<file path="src/rtl/onehot_pkg.sv">
// Shared constants and helpers for the one-hot monitor.
// Holds the acceptance-mode encodings, the monitor state type and the population-count width rule.
package onehot_pkg;

    localparam logic [1:0] MODE_EXACT1  = 2'd0;
    localparam logic [1:0] MODE_ATMOST1 = 2'd1;
    localparam logic [1:0] MODE_ZERO    = 2'd2;

    typedef logic [0:0] mon_state_t;
    localparam mon_state_t MON_OK  = 1'b0;
    localparam mon_state_t MON_ERR = 1'b1;

    // Width needed to hold a population count of 0..n
    function automatic int pcnt_width(input int n);
        return $clog2(n + 1);
    endfunction

endpackage

</file>
<file path="src/rtl/onehot_monitor_popcount_tree.sv">
// Combinational population count built as a balanced binary adder tree.
// The tree recursively splits the input word in halves and sums the two partial counts.
module popcount_tree
    import onehot_pkg::*;
#(
    parameter int N = 5,
    parameter int W = pcnt_width(N)
) (
    input  logic [N-1:0] x,
    output logic [W-1:0] cnt
);

    generate
        if (N == 1) begin : g_leaf
            assign cnt = W'(x);
        end else begin : g_split
            localparam int NL = N / 2;
            localparam int NR = N - NL;
            localparam int WL = pcnt_width(NL);
            localparam int WR = pcnt_width(NR);

            logic [WL-1:0] cnt_lo_s;
            logic [WR-1:0] cnt_hi_s;

            popcount_tree #(.N(NL), .W(WL)) u_lo (.x(x[NL-1:0]), .cnt(cnt_lo_s));
            popcount_tree #(.N(NR), .W(WR)) u_hi (.x(x[N-1:NL]), .cnt(cnt_hi_s));

            // Each half fits its own narrower width, so the sum cannot overflow W
            assign cnt = W'(cnt_lo_s) + W'(cnt_hi_s);
        end
    endgenerate

endmodule

</file>
<file path="src/rtl/onehot_monitor.sv">
// Two-stage 1-of-N code checker with a selectable acceptance mode and sticky diagnostics.
// Stage 1 registers the word and its population count; stage 2 issues the verdict and updates the error state.
module onehot_monitor
    import onehot_pkg::*;
#(
    parameter int N     = 5,
    parameter int CNT_W = 8
) (
    input  logic                   clk,
    input  logic                   rst_n,
    input  logic                   clr,
    input  logic [1:0]             mode,
    input  logic                   in_valid,
    input  logic [N-1:0]           x,
    output logic                   out_valid,
    output logic                   y,
    output logic [$clog2(N+1)-1:0] pcnt,
    output logic                   err_sticky,
    output logic [CNT_W-1:0]       err_cnt,
    output logic [N-1:0]           err_word
);

    localparam int               PW        = $clog2(N + 1);
    localparam logic [PW-1:0]    PCNT_ONE  = PW'(1'b1);
    localparam logic [CNT_W-1:0] CNT_MAX   = {CNT_W{1'b1}};
    localparam logic [CNT_W-1:0] CNT_STEP  = CNT_W'(1'b1);

    logic [PW-1:0]    pcnt_s;
    logic             ok_s;
    logic             s1_valid_r;
    logic [N-1:0]     s1_word_r;
    logic [1:0]       s1_mode_r;
    logic [PW-1:0]    s1_pcnt_r;
    logic             out_valid_r;
    logic             y_r;
    logic [PW-1:0]    pcnt_r;
    logic             err_sticky_r;
    logic [CNT_W-1:0] err_cnt_r;
    logic [N-1:0]     err_word_r;
    mon_state_t       state_r;

    popcount_tree #(.N(N), .W(PW)) u_popcount (.x(x), .cnt(pcnt_s));

    // Stage 1: capture word, its mode and its count; idle cycles just clear the valid bit
    always_ff @(posedge clk or negedge rst_n) begin
        if (!rst_n) begin
            s1_valid_r <= 1'b0;
            s1_word_r  <= '0;
            s1_mode_r  <= 2'b00;
            s1_pcnt_r  <= '0;
        end else begin
            s1_valid_r <= in_valid;
            if (in_valid) begin
                s1_word_r <= x;
                s1_mode_r <= mode;
                s1_pcnt_r <= pcnt_s;
            end else begin
                s1_word_r <= s1_word_r;
                s1_mode_r <= s1_mode_r;
                s1_pcnt_r <= s1_pcnt_r;
            end
        end
    end

    // Verdict for the word in stage 1; the reserved mode falls back to exactly-one
    always_comb begin
        ok_s = 1'b0;
        case (s1_mode_r)
            MODE_ATMOST1: ok_s = (s1_pcnt_r <= PCNT_ONE);
            MODE_ZERO:    ok_s = (s1_pcnt_r == '0);
            default:      ok_s = (s1_pcnt_r == PCNT_ONE);
        endcase
    end

    // Stage 2: verdict and count are held between valid words
    always_ff @(posedge clk or negedge rst_n) begin
        if (!rst_n) begin
            out_valid_r <= 1'b0;
            y_r         <= 1'b0;
            pcnt_r      <= '0;
        end else begin
            out_valid_r <= s1_valid_r;
            if (s1_valid_r) begin
                y_r    <= ok_s;
                pcnt_r <= s1_pcnt_r;
            end else begin
                y_r    <= y_r;
                pcnt_r <= pcnt_r;
            end
        end
    end

    // Error path: clr takes priority so a coinciding rejection is dropped entirely
    always_ff @(posedge clk or negedge rst_n) begin
        if (!rst_n) begin
            state_r      <= MON_OK;
            err_sticky_r <= 1'b0;
            err_cnt_r    <= '0;
            err_word_r   <= '0;
        end else if (clr) begin
            state_r      <= MON_OK;
            err_sticky_r <= 1'b0;
            err_cnt_r    <= '0;
            err_word_r   <= '0;
        end else if (s1_valid_r && !ok_s) begin
            if (err_cnt_r != CNT_MAX) begin
                err_cnt_r <= err_cnt_r + CNT_STEP;
            end else begin
                err_cnt_r <= err_cnt_r;
            end
            case (state_r)
                MON_OK: begin
                    state_r      <= MON_ERR;
                    err_sticky_r <= 1'b1;
                    err_word_r   <= s1_word_r;
                end
                default: begin
                    state_r      <= MON_ERR;
                    err_sticky_r <= err_sticky_r;
                    err_word_r   <= err_word_r;
                end
            endcase
        end else begin
            state_r      <= state_r;
            err_sticky_r <= err_sticky_r;
            err_cnt_r    <= err_cnt_r;
            err_word_r   <= err_word_r;
        end
    end

    assign out_valid  = out_valid_r;
    assign y          = y_r;
    assign pcnt       = pcnt_r;
    assign err_sticky = err_sticky_r;
    assign err_cnt    = err_cnt_r;
    assign err_word   = err_word_r;

endmodule

</file>
<file path="config.mk">
export PLATFORM = sky130hd
export DESIGN_NAME = onehot_monitor
export DESIGN_NICKNAME = d
export VERILOG_FILES = /design/src/rtl/onehot_pkg.sv /design/src/rtl/onehot_monitor_popcount_tree.sv /design/src/rtl/onehot_monitor.sv
export SDC_FILE = /design/constraint.sdc
export NUM_CORES = 1
export LEC_CHECK = 0
export ABC_AREA = 1
export CAP_MARGIN = 0
export CORE_MARGIN = 10
export CORE_UTILIZATION = 45
export CTS_CLUSTER_SIZE = 25
export DETAILED_ROUTE_END_ITERATION = 10
export PLACE_DENSITY = 0.79
export SLEW_MARGIN = 5
export SYNTH_ARGS = -nofsm -noshare
export SYNTH_HDL_FRONTEND = slang
export SYNTH_SLANG_ARGS = --single-unit
</file>
<file path="constraint.sdc">
create_clock -name clk -period 1.8 [get_ports clk]
set_clock_uncertainty 0.2 [all_clocks]
set_input_delay 0.18 -clock clk [delete_from_list [all_inputs] [get_ports clk]]
set_output_delay 0.18 -clock clk [all_outputs]
set_load 0.03 [all_outputs]
</file>
==> impl_results.md <==
- Num CTS Buffers: 5
- Sw Ratio: 32.2%
- Fin. max-slew vios: 0
- Biggest cell delay along the critical path: approximately 680 ps
- DRC: 0
- Critical path class: reg2out
- Status: completed
- MaxCap Viol Count: 0
- Bufs on Longest Clock Path: 2
- ANT cells: 0
- Placer congestion estimate: between 0.7 and 0.8
- WL per Instance: 12.1 microns
- Worst VDD drop: about 560 uV
- I/O pin count: 30
- I/O Buffers: 29
- Syn Inst Count: 170
- Seq/Total Area, Yosys: roughly 51%
- CTS tree: yes
- Sequential Area: 776 sq um
- Initial Utilization: 46.1%
- Final Critical Period: 1760 ps
- Max Clock Freq: approximately 570 MHz
- Nets: roughly 230
- Mapped Nets: around 190
- EDFF count, synth: 0
- Sequential group share of total power: 50.6%
- DRT Pass-1 Iters: 4
- Htree depth: 2
- Post-Synth XOR/XNOR Area: less than 1%
- Overall routing resource usage: 10.5%
- Die Height: 78.2 microns
- Combinational power share: roughly a quarter
- Async set or reset register ratio after synthesis: 100%
- Pin count of the biggest net entering global routing: 32
- Detail Route Antenna Nets: 0
- Core area: 3310 sq um
- CTS root buf: clkbuf_4
- Via density: ~4.8
- Pwr Density: 794 nW/um^2
- Compound-gate portion of the synthesized area: under 10%
- Proportion of layout cells with a drive suffix above 1: a little under a fifth
- Vias in the first global route: approximately 1200
- Initial DRC count: 90
- Synth Cell Area: between 1500 and 2000 sq um
- Worst Hold Slack: 43.2 ps
- Multi-input gate area: around 720 sq um
- Clock-pin slew of the registers on the worst-case setup and hold paths: roughly 90 ps
- Post-DP HPWL: 2310 microns
- CP top delay family: buffers and inverters
- Critical path arrival: about 1400 ps
- Remaining Overflow, GRT: 0
- CP bufs+invs: 1
- CP Max Fanout: 2
- FP Rows: 21
- Most common flop cell mapped by yosys: dfrtp_1
- CP max-delay cell: clkdlybuf4s50_1
- Least-Margin Pin Slew: between 400 and 500 ps
- Seq cells post-synth: 31
- Die Wd: 78.2 microns
- Switch Pwr: about 520 uW
- Synth Area in Simple Gates: about 29%
- Die ar.: just over 6000 sq um
- Required @ worst endpoint: 1420 ps
- Hold WC Path Type: in2async
- Synth Area in Adders: 5.91%
- Rel. slew slack: a little over 70%
- # fillers: approximately 310
- First-pass GRT wire length: ~5300 microns
- Initial antenna violation count: 0
- Avg Inst Size Synth: between 8 and 9 sq um
- Hold Fails Final Rpt: 0
- Final wirelength: about 3100 microns
- Sink Count: 31
- Routed vias: about 1200
- Final Cycle Share: a little over nine tenths
- Setup Viol. Count Final: 0
- Largest family of logic cells by synthesized area: simple AND/OR/NAND/NOR gates
- Startpoint Class: flip-flop
- Mux contribution to synthesized area: 3.69%
- P_leak: between 0.9 and 1 nW
- CP Capture Type: output port
- Power Internal: ~1.1 mW
- Clock group share of total power: between 20% and 30%
- Final core utilization: about three fifths
- Clk_lat worst skew: around 330 ps
- Unique masters post-synth: 25
- Worst path cell trace: clkdlybuf4s50_1
- P&R area growth vs syn: 32.6%
- YS warnings: 0
[routing by layer]
metal / routed length [microns] / global-route usage [%] / up-vias
li1: - / - / 620
met1: 1340 / 12.1 / 578
met2: 1550 / 16.9 / 28
met3: 193 / 4.78 / 5
met4: 34 / 3.58 / 0
met5: 0 / 0 / -
[state kept, by name, indices dropped and copies added (netlist names), 2 cells and up]
name,count
err_word,5
s1_mode_r,2
err_cnt,8
s1_word_r,5
s1_pcnt_r,3
pcnt,3
[power by group through the flow]
stage	Clock, mW	Sequential [mW]	Combinational [mW]
floorplan	0	0.892	0.154
global placement	0	0.822	0.378
detailed placement	0	0.825	0.382
CTS	0.388	0.811	0.379
global route	0.423	0.821	0.460
finish	0.379	0.812	0.415
[repair_timing]
item,4_1_cts,5_1_grt
pin swaps,1,6
hold endpoints to repair,0,1
gates cloned,0,0
resized for setup,9,14
buffers inserted,0,3
setup endpoints to repair,7,16
hold buffers,0,1
[cells in the mapped netlist, types with 2 or more instances]
library cell,n,share of area [%]
nand2_4,2,1.5
dfrtp_1,31,51
ha_1,4,3.3
inv_2,4,0.98
o21ai_1,5,1.6
nand2_2,2,0.82
a21oi_1,5,1.6
buf_2,4,1.3
nand2_1,52,13
nand3_1,19,6.2
nor2_1,11,2.7
fa_1,2,2.6
mux2_2,5,3.7
nand3_2,2,1.3
inv_1,12,3.0
[final cells by class]
type / count / share of cell area [%]
clock buffers: 7 / 2.23
clock inverters: 1 / 0.248
inverters: 17 / 3.22
multi-input cells: 117 / 35.4
flip-flops and latches: 31 / 38.4
well taps: 46 / 2.85
repair buffers: 38 / 17.7
[cell families (layout without fill, tap and decap cells)]
kind of cell | after synthesis | after routing
AOI/OAI and AO/OA | 11 | 11
and+or+nand+nor | 94 | 94
adders and majority gates | 6 | 6
muxes | 5 | 5
buffers and inverters | 22 | 63
xor gates and xnor gates | 1 | 1
DFF | 31 | 31
[path summary, 6_finish.rpt]
check	start	to	slack, ps	depth (start not counted)
hold / removal	rst_n	pcnt[0]	40	2
max in group asynchronous	rst_n	err_word[2]	1070	2
hold reg to reg	y	y	290	1
min in group clk	x[1]	s1_word_r[1]	80	2
setup / recovery	err_word[4]	err_word[4]	40	1
setup reg to reg	s1_mode_r[1]	err_cnt[5]	80	9
[cell usage in the layout, fill, tap and decap left out, types with 3 or more instances in the layout]
cell type	count
nand2_1	49
dfrtp_1	31
nand3_1	19
clkdlybuf4s50_1	18
nor2_1	11
inv_1	11
dlygate4sd2_1	8
buf_4	8
inv_2	5
mux2_2	5
o21ai_1	5
a21oi_1	5
clkbuf_4	5
nand2_2	4
nand3_4	3
dlymetal6s2s_1	3
[stage by stage]
stage | power (mW) | setup TNS, ps | cells | worst slack, ps | cell area (sq um)
after floorplan | 1.05 | 0 | 170 | 83.5 | 1530
after global placement | 1.20 | -989 | 245 | -403 | 1880
after detailed placement | 1.21 | -1070 | 245 | -428 | 1880
after CTS | 1.58 | 0 | 253 | 6.30 | 1920
after global routing | 1.70 | -9.31 | 257 | -9.31 | 2020
final | 1.61 | 0 | 257 | 44.0 | 2020
No activity file was read; power rests on OpenSTA's default activity.
